### src/rtl/keypad_scanner.sv
// 4x4 matrix keypad scanner: drives one column low at a time, synchronises the rows,
// classifies each full sweep and debounces it into one key event per physical press.
module keypad_scanner #(
  parameter int SCAN_DIV        = 1000,
  parameter int DEBOUNCE_SWEEPS = 4
) (
  input  logic       clk,
  input  logic       rstn,
  input  logic [3:0] row_n,
  output logic [3:0] col_n,
  output logic [3:0] key_value,
  output logic       key_valid,
  output logic       key_down
);

  localparam int DIV_W = $clog2(SCAN_DIV);
  localparam int CNT_W = $clog2(DEBOUNCE_SWEEPS + 1);

  localparam logic [DIV_W-1:0] DIV_LAST   = DIV_W'(SCAN_DIV - 1);
  localparam logic [DIV_W-1:0] DIV_ONE    = DIV_W'(1);
  localparam logic [CNT_W-1:0] CNT_TARGET = CNT_W'(DEBOUNCE_SWEEPS);
  localparam logic [CNT_W-1:0] CNT_ONE    = CNT_W'(1);

  localparam logic [1:0] ST_IDLE     = 2'd0;
  localparam logic [1:0] ST_DEBOUNCE = 2'd1;
  localparam logic [1:0] ST_PRESSED  = 2'd2;
  localparam logic [1:0] ST_RELEASE  = 2'd3;

  localparam logic [1:0] RES_NONE   = 2'd0;
  localparam logic [1:0] RES_SINGLE = 2'd1;
  localparam logic [1:0] RES_MULTI  = 2'd2;

  function automatic logic [3:0] key_code(input logic [1:0] r, input logic [1:0] c);
    logic [3:0] code;
    case ({r, c})
      4'h0: code = 4'd1;
      4'h1: code = 4'd2;
      4'h2: code = 4'd3;
      4'h3: code = 4'd10;
      4'h4: code = 4'd4;
      4'h5: code = 4'd5;
      4'h6: code = 4'd6;
      4'h7: code = 4'd11;
      4'h8: code = 4'd7;
      4'h9: code = 4'd8;
      4'hA: code = 4'd9;
      4'hB: code = 4'd12;
      4'hC: code = 4'd14;
      4'hD: code = 4'd0;
      4'hE: code = 4'd15;
      4'hF: code = 4'd13;
      default: code = 4'd0;
    endcase
    return code;
  endfunction

  logic [3:0]       row_meta_reg;
  logic [3:0]       row_sync_reg;
  logic [DIV_W-1:0] div_cnt_reg;
  logic [1:0]       col_idx_reg;
  logic [3:0]       col_n_reg;
  logic [1:0]       acc_cnt_reg;
  logic [3:0]       acc_code_reg;
  logic [1:0]       state_reg;
  logic [1:0]       state_next;
  logic [CNT_W-1:0] cnt_reg;
  logic [CNT_W-1:0] cnt_next;
  logic [3:0]       cand_reg;
  logic [3:0]       cand_next;
  logic [3:0]       key_value_reg;
  logic             key_valid_reg;
  logic             key_down_reg;

  logic             sample_tick;
  logic             sweep_done;
  logic [3:0]       hit;
  logic [3:0]       row_code [4];
  logic [2:0]       col_cnt;
  logic [3:0]       sel_code;
  logic [2:0]       total_cnt;
  logic [1:0]       sweep_cnt;
  logic [3:0]       sweep_code;
  logic [1:0]       sweep_res;
  logic             accept;
  logic             release_done;

  // Rows are asynchronous to clk; nothing downstream sees row_n directly.
  always_ff @(posedge clk or negedge rstn) begin
    if (!rstn) begin
      row_meta_reg <= 4'b1111;
      row_sync_reg <= 4'b1111;
    end else begin
      row_meta_reg <= row_n;
      row_sync_reg <= row_meta_reg;
    end
  end

  assign sample_tick = (div_cnt_reg == DIV_LAST);
  assign sweep_done  = sample_tick && (col_idx_reg == 2'd3);

  always_ff @(posedge clk or negedge rstn) begin
    if (!rstn) begin
      div_cnt_reg <= '0;
      col_idx_reg <= 2'd0;
      col_n_reg   <= 4'b1110;
    end else if (sample_tick) begin
      div_cnt_reg <= '0;
      col_idx_reg <= col_idx_reg + 2'd1;
      col_n_reg   <= {col_n_reg[2:0], col_n_reg[3]};
    end else begin
      div_cnt_reg <= div_cnt_reg + DIV_ONE;
    end
  end

  generate
    for (genvar gi = 0; gi < 4; gi++) begin : g_row
      assign hit[gi]      = ~row_sync_reg[gi];
      assign row_code[gi] = key_code(2'(gi), col_idx_reg);
    end
  endgenerate

  always_comb begin
    col_cnt  = 3'd0;
    sel_code = 4'd0;
    for (int r = 3; r >= 0; r--) begin
      col_cnt = col_cnt + {2'b00, hit[r]};
      if (hit[r]) sel_code = row_code[r];
    end
  end

  // Key count saturates at two: beyond "more than one" the exact number is irrelevant.
  always_comb begin
    total_cnt  = {1'b0, acc_cnt_reg} + col_cnt;
    sweep_cnt  = (total_cnt >= 3'd2) ? 2'd2 : total_cnt[1:0];
    sweep_code = (acc_cnt_reg == 2'd1) ? acc_code_reg : sel_code;
    case (sweep_cnt)
      2'd0:    sweep_res = RES_NONE;
      2'd1:    sweep_res = RES_SINGLE;
      default: sweep_res = RES_MULTI;
    endcase
  end

  always_ff @(posedge clk or negedge rstn) begin
    if (!rstn) begin
      acc_cnt_reg  <= 2'd0;
      acc_code_reg <= 4'd0;
    end else if (sweep_done) begin
      acc_cnt_reg  <= 2'd0;
      acc_code_reg <= 4'd0;
    end else if (sample_tick) begin
      acc_cnt_reg  <= sweep_cnt;
      acc_code_reg <= sweep_code;
    end
  end

  always_comb begin
    state_next   = state_reg;
    cnt_next     = cnt_reg;
    cand_next    = cand_reg;
    accept       = 1'b0;
    release_done = 1'b0;
    if (sweep_done) begin
      case (state_reg)
        ST_IDLE: begin
          if (sweep_res == RES_SINGLE) begin
            cand_next = sweep_code;
            cnt_next  = CNT_ONE;
            if (DEBOUNCE_SWEEPS == 1) accept = 1'b1;
            else state_next = ST_DEBOUNCE;
          end
        end
        ST_DEBOUNCE: begin
          if (sweep_res == RES_SINGLE) begin
            if (sweep_code == cand_reg) begin
              cnt_next = cnt_reg + CNT_ONE;
              if (cnt_reg + CNT_ONE == CNT_TARGET) accept = 1'b1;
            end else begin
              cand_next = sweep_code;
              cnt_next  = CNT_ONE;
            end
          end else begin
            state_next = ST_IDLE;
            cnt_next   = '0;
          end
        end
        ST_PRESSED: begin
          if (sweep_res == RES_NONE) begin
            if (DEBOUNCE_SWEEPS == 1) begin
              release_done = 1'b1;
              state_next   = ST_IDLE;
              cnt_next     = '0;
            end else begin
              state_next = ST_RELEASE;
              cnt_next   = CNT_ONE;
            end
          end
        end
        default: begin
          if (sweep_res == RES_NONE) begin
            if (cnt_reg + CNT_ONE == CNT_TARGET) begin
              release_done = 1'b1;
              state_next   = ST_IDLE;
              cnt_next     = '0;
            end else begin
              cnt_next = cnt_reg + CNT_ONE;
            end
          end else begin
            state_next = ST_PRESSED;
          end
        end
      endcase
      if (accept) begin
        state_next = ST_PRESSED;
        cnt_next   = '0;
      end
    end
  end

  // Accepts only happen on sweep boundaries, so key_valid can never fire twice in a row.
  always_ff @(posedge clk or negedge rstn) begin
    if (!rstn) begin
      state_reg     <= ST_IDLE;
      cnt_reg       <= '0;
      cand_reg      <= 4'd0;
      key_value_reg <= 4'd0;
      key_valid_reg <= 1'b0;
      key_down_reg  <= 1'b0;
    end else begin
      state_reg     <= state_next;
      cnt_reg       <= cnt_next;
      cand_reg      <= cand_next;
      key_valid_reg <= accept;
      if (accept) begin
        key_value_reg <= cand_next;
        key_down_reg  <= 1'b1;
      end else if (release_done) begin
        key_down_reg  <= 1'b0;
      end
    end
  end

  assign col_n     = col_n_reg;
  assign key_value = key_value_reg;
  assign key_valid = key_valid_reg;
  assign key_down  = key_down_reg;

endmodule

### config.mk
export PLATFORM = sky130hd
export DESIGN_NAME = keypad_scanner
export DESIGN_NICKNAME = d
export VERILOG_FILES = /design/src/rtl/keypad_scanner.sv
export SDC_FILE = /design/constraint.sdc
export NUM_CORES = 1
export LEC_CHECK = 0
export CORE_MARGIN = 2
export CORE_UTILIZATION = 55
export DETAILED_ROUTE_END_ITERATION = 10
export PLACE_DENSITY = 0.84
export SYNTH_ARGS = -nofsm -noshare
export SYNTH_HDL_FRONTEND = slang
export SYNTH_SLANG_ARGS = --single-unit
### constraint.sdc
create_clock -name clk -period 4.5 [get_ports clk]
set_clock_uncertainty 0.05 [all_clocks]
set_input_delay 1.35 -clock clk [delete_from_list [all_inputs] [get_ports clk]]
set_output_delay 1.35 -clock clk [all_outputs]
set_load 0.01 [all_outputs]
==> Word-level counts from Yosys, hierarchy flattened <==
Index checks and enable logic that the tools add are counted.
{ "classes": {"add_sub_neg": 7, "n_lt_le_gt_ge": 1, "n_eq_ne": 15, "muxes": 47, "bitwise_logic": 4, "reduce_logical": 11} }
{ "ops": {"columns": ["operator", "count"], "rows": [
  ["$pmux 4 s4", 4],
  ["$mux 4", 11],
  ["$mux 3", 7],
  ["$mux 2", 9],
  ["$mux 1", 11],
  ["$add 10x1->10 const B", 1],
  ["$eq 10x10->1 const B", 1],
  ["$eq 2x1->1 const B", 5],
  ["$mux 10", 1],
  ["$ne 3x3->1 const B", 3],
  ["$pmux 3 s3", 1],
  ["$logic_not 2->1", 4],
  ["$pmux 4 s2", 1],
  ["$eq 2x2->1 const B", 3],
  ["$ne 6x2->1 const B", 1],
  ["$pmux 2 s3", 1],
  ["$reduce_and 5->1", 1],
  ["$eq 4x4->1", 1],
  ["$not 1->1", 4],
  ["$pmux 2 s2", 1],
  ["$reduce_and 4->1", 1],
  ["$reduce_bool 2->1", 2],
  ["$reduce_bool 4->1", 1],
  ["$add 2x1->3", 1],
  ["9 further kinds", 9]
]} }
{ "totals": {"register_bits": 45, "in_bits": 6, "wordCells": 98} }

==> Logic depth before layout (Yosys ltp) <==
Gate-level depths: netlist of run 1.
{ "logic_depth": {"word_depth": 15, "mapped_depth": 12, "mapped_depth_nobuf": 12} }

==> Worst setup path before layout of run 1 <==
OpenSTA, ideal clock, no wires.
{ "synth_timing": {"path_kind": "register -> register", "startpoint": "register acc_cnt_reg[0]", "endpoint": "register key_value_reg[0] (netlist: key_value[0])", "arrival_ps": 3341, "t_required_ps": 4325, "setup_slack_ps": 984, "path_stages_with_launch": 11, "path_buffers": 0, "synth_period_minus_slack_ps": 3516, "path_cell_list": "dfrtp_1 > inv_1 > fa_1 > inv_1 > fa_1 > fa_1 > or3b_2 > nor2_1 > nand4_1 > nor3_4 > mux2_4"} }
{ "synth_via": {"elab_chain_len": 10, "word_cells_on_any_way": 20} }
{ "synth_rtl": {"columns": ["element", "line_no", "source"], "rows": [
  ["from (decl)", "62", "logic [1:0] acc_cnt_reg;"],
  ["from (signal assigned)", "151", "acc_cnt_reg <= sweep_cnt;"],
  ["$add 2x3->3", "133", "total_cnt = {1'b0, acc_cnt_reg} + col_cnt;"],
  ["$ge 3x2->1", "134", "sweep_cnt = (total_cnt >= 3'd2) ? 2'd2 : total_cnt[1:0];"],
  ["$mux 2", "134", null],
  ["$eq 2x1->1 or $logic_not 2->1 (tied branches)", "136", "case (sweep_cnt)"],
  ["$pmux 2 s2", "136", null],
  ["$eq 2x1->1", "165, 173", null],
  ["$mux 1", "173", "if (sweep_res == RES_SINGLE) begin"],
  ["$mux 1", "163", "case (state_reg)"],
  ["$mux 1 (2 in series)", "162", "if (sweep_done) begin"],
  ["to (signal assigned)", "234", "key_value_reg <= cand_next;"],
  ["to (decl)", "70", "logic [3:0] key_value_reg;"]
]} }
Parallel ways exist; a longest one is shown, timed or not. The select of a mux whose other input is x is not followed.
A chain may end at the register's enable or synchronous reset.

==> Worst setup path after layout of run 1 <==
{ "layout_timing": {"startpoint": "register row_sync_reg[0]", "endpoint": "register key_value_reg[2] (netlist: key_value[2])"} }
{ "layout_via": {"elab_chain_len": 12, "word_cells_on_any_way": 22} }
{ "layout_rtl": {"columns": ["element", "line_no", "source"], "rows": [
  ["from (decl)", "58", "logic [3:0] row_sync_reg;"],
  ["from (signal assigned)", "94", "row_sync_reg <= row_meta_reg;"],
  ["$not 1->1", "117", "assign hit[gi] = ~row_sync_reg[gi];"],
  ["$add 3x1->3", "126", "col_cnt = col_cnt + {2'b00, hit[r]};"],
  ["$add 2x3->3", "133", null],
  ["$ge 3x2->1", "134", null],
  ["$mux 2", "134", null],
  ["$eq 2x1->1 or $logic_not 2->1 (tied branches)", "136", null],
  ["$pmux 2 s2", "136", null],
  ["$eq 2x1->1", "165, 173", null],
  ["$mux 1", "173", null],
  ["$mux 1", "163", null],
  ["$mux 1 (2 in series)", "162", null]
]} }
Parallel ways exist; a longest one is shown, timed or not. The select of a mux whose other input is x is not followed.

==> results by group, run 1 <==
Yosys
  – Yosys cell types: 53
  – Syn nets: 250
  – Yosys reg bits: 45
  – Post-synthesis cell area: 0.00239 mm^2
  – Yosys top cell by area: dfrtp_1
  – Top-count cell post-synth: dfrtp_1
  – Post-synth top area share: 35.6%
  – Synth top area cells: dfrtp_1 (36%), dfstp_2 (12%), nand2_1 (5.0%), ha_1 (4.7%), nor2_1 (3.1%)
  – Syn Inst Count: 232
  – Post-synthesis sequential area ratio: 47.7%
  – Most common library cells after synthesis: dfrtp_1 (34), nand2_1 (32), nor2_1 (20)
  – EDFF count, synth: 0
  – Ys flop type: dfrtp_1
  – Yosys warns: 0
  – Syn Area/Cell: 10.3 um^2
  – Async SR Flop Fraction: 100%

Place
  – Global placement routability congestion: 0.778
  – Post-placement setup slack: 646 ps
  – Number of port buffers: 15
  – Detailed placement HPWL: 3010 um

STA
  – Final WS setup: 642 ps
  – Final Hold Fails: 0
  – RSZ-0062 raised after global routing: false
  – Slew at the pin closest to its max-slew limit: 972 ps
  – Setup violators final: 0
  – Tcrit/Tclk final: 85.7%
  – Worst slew margin: 35.2%
  – Final slew viol count: 0
  – Min cycle time layout: 3860 ps
  – Max Freq: 0.259 GHz
  – Setup TNS: 0 ps

Clocking
  – Root buf cell: clkbuf_8
  – Inserted Clock Buffers: 5
  – Post-CTS Setup Repair Bufs: 0
  – Clock Latency Late Sink: 300 ps
  – Clock Tree Buf Depth: 2
  – H-tree depth: 2
  – Worst-path clk slew: 90 ps
  – CTS tree: yes
  – Resize count post-CTS: 0
  – CTS Hold Bufs: 0
  – Clock tree sinks: 45

Final layout
  – Area Growth Syn to Fin: 11.3%
  – Nets@finish: 266
  – Antenna diodes: 0
  – Largest register FFs: 10
  – Fraction of layout cells with a size suffix above 1: 15.7%

Die
  – Core footprint: 0.00409 mm^2
  – IO Pins: 16
  – Die area: 0.00489 mm^2
  – Die height: 69.9 um
  – Row cnt: 23
  – Die X-Extent: 69.9 um
  – Initial core utilization: 58.5%

Routing
  – Via density: 5.51
  – Routed len/inst: 14.1 um
  – DRC errors left: 0
  – Total Wirelength: 4210 um
  – Vias post-DR: 1647
  – Starting DRT DRC Count: 70
  – Antenna-violating nets left: 0
  – Pre-Repair DR Iteration Count: 4

Worst setup path
  – Crit path cell chain: fa_1 > inv_1 > fa_1 > fa_1 > or3b_2 > nor2_1 > nand4_1 > nor3_4 > mux2_4
  – CP delay by family, top: simple AND/OR/NAND/NOR gates
  – Crit path launch type: flop
  – Setup crit end kind: flop
  – Data arrival time of the worst path: 4000 ps
  – Crit path largest cell delay: 540 ps
  – CP max FO: 11
  – Buffers plus inverters on the worst setup path: 1
  – Req. time, crit path: 4640 ps
  – WS Path Type: reg -> reg
  – Crit-path slowest cell: fa_1
  – Cell repeated most along the worst path: fa_1

GRT
  – First-pass GRT wire length: 7360 um
  – Total track usage: 19.0%
  – Initial antenna violation count: 0
  – Largest net degree at the start of global routing: 46
  – Overflow after GRT: 0
  – Vias in the first global route: 1638

Pwr
  – Sw Pwr: 180 uW
  – Part of the power in combinational logic: 5.9%
  – Sw frac: 25.0%
  – LEAKAGE: 0.00119 uW
  – Sequential share of power: 57.8%
  – Worst vdd ir: 0.154 mV
  – Clock power frac: 36.3%
  – Power per cell area: 271 mW/mm^2
  – Pint: 540 uW

Job
  – Max Cap Viol: 0

Min path
  – Hold Path Class: reg -> reg

Status
  – Status: finished clean
-- power groups by stage --
stage                     Combinational, uW  Sequential [uW]  Clock, uW
after floorplan                        29.0              420          0
after global placement                 42.0              423          0
after detailed placement               43.3              423          0
after CTS                              43.4              416        266
after global routing                   49.0              417        280
final                                  42.6              416        261
-- logic make-up after synthesis --
| family | Yosys count | share of synthesized area [%] |
|---|---|---|
| simple gates | 93 | 20.0 |
| flops | 45 | 47.7 |
| compound gates | 43 | 13.1 |
| buf+inv | 20 | 3.66 |
| xor+xnor | 12 | 4.40 |
| fa+ha+maj | 12 | 7.23 |
| mux | 7 | 3.87 |
-- stage by stage --
| stage | util [%] | power, uW | hold slack [ps] | cells | area [um^2] |
|---|---|---|---|---|---|
| 6_report | 65.1 | 720 | 301 | 299 | 2660 |
| 5_1_grt | 65.1 | 746 | 311 | 299 | 2660 |
| 4_1_cts | 65.1 | 725 | 305 | 299 | 2660 |
| 3_5_place_dp | 62.8 | 467 | 297 | 291 | 2570 |
| 3_3_place_gp | 62.8 | 465 | 296 | 291 | 2570 |
| 2_1_floorplan | - | 449 | 295 | 232 | 2390 |
-- per-layer routing --
metal | vias to the layer above | wire length (um) | GRT usage, %
li1 | 832 | - | -
met1 | 785 | 2010 | 24.4
met2 | 25 | 2030 | 31.9
met3 | 5 | 126 | 4.04
met4 | 0 | 50 | 6.62
met5 | - | 0 | 0
-- area by class of cell --
cell class	instances	area, um^2
Timing Repair Buffer	16	153
Multi-Input combinational cell	167	1160
Inverter	13	48.8
Tap cell	50	62.6
Sequential cell	45	1140
Fill cell	311	1430
Clock buffer	5	68.8
Clock inverter	3	25.0
-- path summary, 6_finish.rpt --
check	slack [ps]	depth (start not counted)	startpoint	endpoint
min in group asynchronous	1150	1	rstn	cnt_reg[0]$_DFFE_PN0P_
hold / removal	300	0	row_meta_reg[2]$_DFF_PN1_	row_sync_reg[2]$_DFF_PN1_
max in group asynchronous	2640	1	rstn	acc_code_reg[0]$_DFFE_PN0P_
setup reg to reg	640	9	row_sync_reg[0]$_DFF_PN1_	key_value[2]$_DFFE_PN0P_
hold reg to reg	300	0	row_meta_reg[2]$_DFF_PN1_	row_sync_reg[2]$_DFF_PN1_
setup / recovery	640	9	row_sync_reg[0]$_DFF_PN1_	key_value[2]$_DFFE_PN0P_
-- cell usage in the layout (no fill, tap or decap), types with 3 or more instances in the layout --
| cell type | instances |
|---|---|
| nor3b_1 | 3 |
| or3_1 | 4 |
| a21o_1 | 3 |
| o31ai_1 | 3 |
| clkdlybuf4s50_1 | 14 |
| nor2_1 | 20 |
| nand2b_1 | 5 |
| ha_1 | 9 |
| nand2_1 | 32 |
| nand3_1 | 8 |
| xnor2_1 | 5 |
| a21oi_1 | 4 |
| dfstp_2 | 11 |
| inv_1 | 13 |
| mux2_4 | 4 |
| dfrtp_1 | 34 |
| o21ai_0 | 13 |
| and3_1 | 4 |
| clkbuf_8 | 5 |
| xor2_1 | 7 |
| fa_1 | 3 |
Note: power is estimated with default switching activity, not from simulation.
==> run 2, diff against run 1 <==
==> constraint.sdc (replaced) <==
create_clock -name clk -period 4 [get_ports clk]
set_clock_uncertainty 0.05 [all_clocks]
set_input_delay 1.2 -clock clk [delete_from_list [all_inputs] [get_ports clk]]
set_output_delay 1.2 -clock clk [all_outputs]
set_load 0.01 [all_outputs]
==> results by group, run 2 (same netlist as run 1, synthesis figures left out) <==
Routing
  – Total Wirelength: 4210 um (about the same)
  – Vias post-DR: 1682 (was 1647)
  – Routed len/inst: 14.1 um (about the same)
  – DRC errors left: 0 (unchanged)
  – Starting DRT DRC Count: 95 (was 70)
  – Via density: 5.63 (was 5.51)
  – Antenna-violating nets left: 0 (unchanged)
  – Pre-Repair DR Iteration Count: 4 (unchanged)

Worst setup path
  – Crit-path slowest cell: fa_1 (unchanged)
  – R2R Setup Slk: 220 ps (was 640 ps)
  – Setup crit end kind: flop (unchanged)
  – Data arrival time of the worst path: 3990 ps (was 4000 ps)
  – Crit path largest cell delay: 540 ps (about the same)
  – CP delay by family, top: adder cells (was simple AND/OR/NAND/NOR gates)
  – Req. time, crit path: 4210 ps (was 4640 ps)
  – Crit path launch type: flop (unchanged)
  – Crit path cell chain: fa_1 > inv_1 > fa_1 > fa_1 > or3b_2 > nor2_1 > o211ai_1 > nor3b_1 > a41oi_1 > o31ai_1 > a21o_1 (was fa_1 > inv_1 > fa_1 > fa_1 > or3b_2 > nor2_1 > nand4_1 > nor3_4 > mux2_4)
  – CP max FO: 11 (unchanged)
  – Buffers plus inverters on the worst setup path: 1 (unchanged)
  – WS Path Type: reg -> reg (unchanged)
  – Cell repeated most along the worst path: fa_1 (unchanged)

GRT
  – First-pass GRT wire length: 7600 um (was 7360 um)
  – Overflow after GRT: 0 (unchanged)
  – Largest net degree at the start of global routing: 46 (unchanged)
  – Initial antenna violation count: 0 (unchanged)
  – Total track usage: 19.4% (was 19.0%)
  – Vias in the first global route: 1725 (was 1638)

Final layout
  – Storage cell area: 0.00114 mm^2 (unchanged)
  – Commonest non-fill, non-tap cells in the layout: dfrtp_1 (34), nand2_1 (32), nor2_1 (20) (unchanged)
  – Area Growth Syn to Fin: 12.1% (was 11.3%)
  – Commonest non-fill, non-tap cell in the layout: dfrtp_1 (unchanged)
  – Largest register FFs: 10 (unchanged)
  – # fillers: 323 (was 311)
  – Post-Layout Cell Count: 299 (unchanged)
  – Antenna diodes: 0 (unchanged)
  – Nets@finish: 266 (unchanged)
  – Final instance area: 0.00268 mm^2 (was 0.00266 mm^2)
  – Multi-input logic area: 0.00116 mm^2 (unchanged)
  – Fraction of layout cells with a size suffix above 1: 15.7% (unchanged)

Place
  – Global placement routability congestion: 0.784 (was 0.778)
  – DP Cell Count: 291 (unchanged)
  – Placed inst area: 0.00257 mm^2 (unchanged)
  – Post-placement setup slack: 240 ps (was 646 ps)
  – Detailed placement HPWL: 3010 um (about the same)
  – Number of port buffers: 15 (unchanged)

Die
  – Initial core utilization: 58.5% (unchanged)
  – Die height: 69.9 um (unchanged)
  – Row cnt: 23 (unchanged)
  – Core footprint: 0.00409 mm^2 (unchanged)
  – Die area: 0.00489 mm^2 (unchanged)
  – IO Pins: 16 (unchanged)
  – Die X-Extent: 69.9 um (unchanged)

STA
  – Slew at the pin closest to its max-slew limit: 967 ps (was 972 ps)
  – Final slew viol count: 0 (unchanged)
  – Setup TNS: 0 ps (unchanged)
  – Worst slew margin: 35.5% (was 35.2%)
  – Setup violators final: 0 (unchanged)
  – Tcrit/Tclk final: 94.5% (was 85.7%)
  – Max Freq: 0.265 GHz (was 0.259 GHz)
  – Final Hold Fails: 0 (unchanged)
  – Final WS setup: 222 ps (was 642 ps)
  – RSZ-0062 raised after global routing: false (unchanged)
  – Min cycle time layout: 3780 ps (was 3860 ps)

Pwr
  – Pwr Total: 864 uW (was 720 uW)
  – Power per cell area: 323 mW/mm^2 (was 271 mW/mm^2)
  – LEAKAGE: 0.00120 uW (was 0.00119 uW)
  – Worst vdd ir: 0.234 mV (was 0.154 mV)

Clocking
  – Clock Tree Buf Depth: 2 (unchanged)
  – Worst-path clk slew: 90 ps (about the same)
  – Post-CTS Setup Repair Bufs: 0 (unchanged)
  – Inserted Clock Buffers: 5 (unchanged)
  – CTS Hold Bufs: 0 (unchanged)
  – Resize count post-CTS: 0 (unchanged)
  – Root buf cell: clkbuf_8 (unchanged)
  – Clock tree sinks: 45 (unchanged)
  – H-tree depth: 2 (unchanged)
  – Clock Latency Late Sink: 310 ps (was 300 ps)
  – CTS tree: yes (unchanged)

Job
  – Max Cap Viol: 0 (unchanged)

Status
  – Status: finished clean (unchanged)

Min path
  – Hold Path Class: reg -> reg (unchanged)
run 2: cell types whose count changed in the layout (fill, tap and decap cells not counted):
cell / previous run / this run
clkinv_4: 1 / 0
clkinv_2: 0 / 1
clkinvlp_4: 1 / 0
bufinv_16: 0 / 1
run 2: path summary, 6_finish.rpt:
path,end,depth (start not counted),start
min,row_sync_reg[1]$_DFF_PN1_,0,row_meta_reg[1]$_DFF_PN1_
max reg2reg,cnt_reg[2]$_DFFE_PN0P_,11,row_sync_reg[0]$_DFF_PN1_
max in group asynchronous,div_cnt_reg[0]$_DFF_PN0_,1,rstn
min in group asynchronous,cnt_reg[0]$_DFFE_PN0P_,1,rstn
min reg2reg,row_sync_reg[1]$_DFF_PN1_,0,row_meta_reg[1]$_DFF_PN1_
max,cnt_reg[2]$_DFFE_PN0P_,11,row_sync_reg[0]$_DFF_PN1_
run 2: per-layer routing:
| metal | GRT usage [%] | wire length (um) |
|---|---|---|
| met1 | 25.0 | 1950 |
| met2 | 32.5 | 2070 |
| met3 | 3.03 | 107 |
| met4 | 8.76 | 72 |
| met5 | 0 | 0 |
run 2: report_power, final:
group / switching, uW / internal (uW) / leakage (uW)
Sequential: 5.36 / 462 / 0.000576
Combinational: 28.2 / 18.7 / 0.000570
Clock: 163 / 187 / 0.0000585
Total: 196 / 668 / 0.00120
run 2: cell type report:
class	count	share of cell area, %
Timing Repair Buffer	16	5.70
Clock buffer	5	2.57
Sequential cell	45	42.6
Tap cell	50	2.34
Multi-Input combinational cell	167	43.4
Clock inverter	3	1.63
Inverter	13	1.82
run 2: worst register-to-register path: stages (launching register included):
cell and delay (ps):
dfstp_2 440, fa_1 540, inv_1 50, fa_1 370
fa_1 460, or3b_2 540, nor2_1 270, o211ai_1 140
nor3b_1 230, a41oi_1 210, o31ai_1 290, a21o_1 160
run 2: per-stage QoR:
step                util [%]  hold slack (ps)
detailed placement      62.8              297
floorplan                  -              295
CTS                     65.6              307
global route            65.6              317
global placement        62.8              296
finish                  65.6              306
==> run 3, diff against run 2 <==
--- a/config.mk
+++ b/config.mk
@@ -9,6 +9,8 @@
 export CORE_UTILIZATION = 55
 export DETAILED_ROUTE_END_ITERATION = 10
 export PLACE_DENSITY = 0.84
+export REMOVE_ABC_BUFFERS = 1
 export SYNTH_ARGS = -nofsm -noshare
 export SYNTH_HDL_FRONTEND = slang
 export SYNTH_SLANG_ARGS = --single-unit
+export TNS_END_PERCENT = 100
==> results by group, run 3 (same netlist as run 1, synthesis figures left out) <==
Clocking
  – Worst-path clk slew: 70 ps (was 90 ps)
  – H-tree depth: 2 (unchanged)
  – Root buf cell: clkbuf_8 (unchanged)
  – Clock Latency Late Sink: 300 ps (was 310 ps)
  – Clock tree sinks: 45 (unchanged)
  – CTS tree: yes (unchanged)
  – CTS Hold Bufs: 0 (unchanged)
  – Inserted Clock Buffers: 5 (unchanged)
  – Clock Tree Buf Depth: 2 (unchanged)
  – Post-CTS Setup Repair Bufs: 0 (unchanged)

Place
  – Number of port buffers: 15 (unchanged)
  – Global placement routability congestion: 0.777 (was 0.784)
  – Detailed placement HPWL: 3200 um (was 3010 um)

Final layout
  – # fillers: 319 (was 323)
  – Largest register FFs: 10 (unchanged)
  – Antenna diodes: 0 (unchanged)
  – Multi-input logic area: 0.00118 mm^2 (was 0.00116 mm^2)
  – Fraction of layout cells with a size suffix above 1: 15.7% (unchanged)
  – Storage cell area: 0.00114 mm^2 (unchanged)
  – Commonest non-fill, non-tap cells in the layout: dfrtp_1 (34), nand2_1 (32), nor2_1 (19) (was dfrtp_1 (34), nand2_1 (32), nor2_1 (20))
  – Area Growth Syn to Fin: 11.4% (was 12.1%)
  – Commonest non-fill, non-tap cell in the layout: dfrtp_1 (unchanged)
  – Nets@finish: 266 (unchanged)

Status
  – Status: finished clean (unchanged)

GRT
  – Largest net degree at the start of global routing: 46 (unchanged)
  – Overflow after GRT: 0 (unchanged)
  – Total track usage: 21.6% (was 19.4%)
  – Vias in the first global route: 1743 (was 1725)
  – Initial antenna violation count: 0 (unchanged)
  – First-pass GRT wire length: 8340 um (was 7600 um)

STA
  – Slew at the pin closest to its max-slew limit: 961 ps (was 967 ps)
  – Setup violators final: 0 (unchanged)
  – Tcrit/Tclk final: 95.3% (was 94.5%)
  – Worst slew margin: 36.0% (was 35.5%)
  – Max Freq: 0.262 GHz (was 0.265 GHz)
  – RSZ-0062 raised after global routing: false (unchanged)
  – Setup TNS: 0 ps (unchanged)
  – Min cycle time layout: 3810 ps (was 3780 ps)
  – Smallest hold slack: 308 ps (was 306 ps)
  – Final Hold Fails: 0 (unchanged)
  – Final slew viol count: 0 (unchanged)

Job
  – Max Cap Viol: 0 (unchanged)

Die
  – Core footprint: 0.00409 mm^2 (unchanged)
  – Die area: 0.00489 mm^2 (unchanged)
  – Die height: 69.9 um (unchanged)
  – Row cnt: 23 (unchanged)
  – Die X-Extent: 69.9 um (unchanged)
  – Initial core utilization: 58.5% (unchanged)
  – IO Pins: 16 (unchanged)

Pwr
  – LEAKAGE: 0.00119 uW (was 0.00120 uW)
  – Power per cell area: 294 mW/mm^2 (was 323 mW/mm^2)
  – Sequential share of power: 59.8% (was 54.1%)
  – Pint: 606 uW (was 668 uW)
  – Part of the power in combinational logic: 6.4% (was 5.4%)
  – Sw frac: 22.6% (was 22.7%)
  – Worst vdd ir: 0.240 mV (was 0.234 mV)
  – Clock power frac: 33.8% (was 40.5%)
  – Sw Pwr: 177 uW (was 196 uW)

Worst setup path
  – Req. time, crit path: 4190 ps (was 4210 ps)
  – Crit path launch: row_sync_reg[0]$_DFF_PN1_ (unchanged)
  – Crit path launch type: flop (unchanged)
  – Setup crit end kind: flop (unchanged)
  – Critical R2R Launch: row_sync_reg[0]$_DFF_PN1_ (unchanged)
  – WS Path Type: reg -> reg (unchanged)
  – Data arrival time of the worst path: 4000 ps (was 3990 ps)
  – CP max FO: 11 (unchanged)

Routing
  – Total Wirelength: 4610 um (was 4210 um)
  – Pre-Repair DR Iteration Count: 4 (unchanged)
  – Starting DRT DRC Count: 150 (was 95)
  – Antenna-violating nets left: 0 (unchanged)
  – Vias post-DR: 1709 (was 1682)
  – DRC errors left: 0 (unchanged)
  – Routed len/inst: 15.4 um (was 14.1 um)
  – Via density: 5.72 (was 5.63)

Min path
  – Min-delay src: row_meta_reg[2]$_DFF_PN1_ (was row_meta_reg[1]$_DFF_PN1_)
  – Hold Path Class: reg -> reg (unchanged)
run 3: worst paths after layout:
check,endpoint,slack (ps),cells past startpoint
setup / recovery,cnt_reg[2]$_DFFE_PN0P_,190,11
hold / removal,row_sync_reg[2]$_DFF_PN1_,310,0
setup reg to reg,cnt_reg[2]$_DFFE_PN0P_,190,11
hold reg to reg,row_sync_reg[2]$_DFF_PN1_,310,0
max in group asynchronous,div_cnt_reg[5]$_DFF_PN0_,2300,1
min in group asynchronous,key_value[0]$_DFFE_PN0P_,1000,1
run 3: what timing repair did:
| action | in CTS | in global routing |
|---|---|---|
| hold endpoints to repair | 0 | 0 |
| setup endpoints to repair | 0 | 5 |
| resized for setup | 0 | 3 |
run 3: metal layers:
layer  vias up  part of all wire [%]  track usage [%]  wire length [um]
met5         -                     0                0                 0
met4         0                   2.5             9.40               114
met3        12                   4.0             4.62               185
met2        32                    47             33.2              2160
met1       833                    47             29.8              2150
li1        832                     -                -                 -
run 3: area by class of cell:
cell class	instances	share of cell area, %
clock buffers	8	3.01
inverters	13	1.83
multi-input cells	167	44.2
flip-flops and latches	45	42.8
well taps	50	2.35
repair buffers	16	5.74
run 3: worst max-delay path, stage by stage, from the launching register on:
cell and delay, ps:
dfstp_2 440, fa_1 550, inv_1 50, fa_1 370
fa_1 480, or3b_2 560, nor2_2 230, o211ai_1 120
nor3b_1 280, a41oi_2 210, o31ai_1 260, a21o_1 160
run 3: power by group through the flow:
| stage | combinational [uW] | clock (uW) | sequential (uW) |
|---|---|---|---|
| finish | 50.2 | 265 | 468 |
| global route | 57.3 | 296 | 469 |
| CTS | 49.7 | 273 | 468 |
| detailed placement | 49.1 | 0 | 476 |
| global placement | 47.5 | 0 | 476 |
| floorplan | 29.0 | 0 | 475 |
run 3: stage by stage:
stage               cells  total power [uW]  area (um^2)  setup slack (ps)  util (%)
floorplan             225               504         2350               443         -
global placement      291               523         2570               252      62.8
detailed placement    291               525         2570               161      62.8
CTS                   299               791         2650               108      64.8
global route          299               822         2660              52.4      65.1
finish                299               783         2660               190      65.1
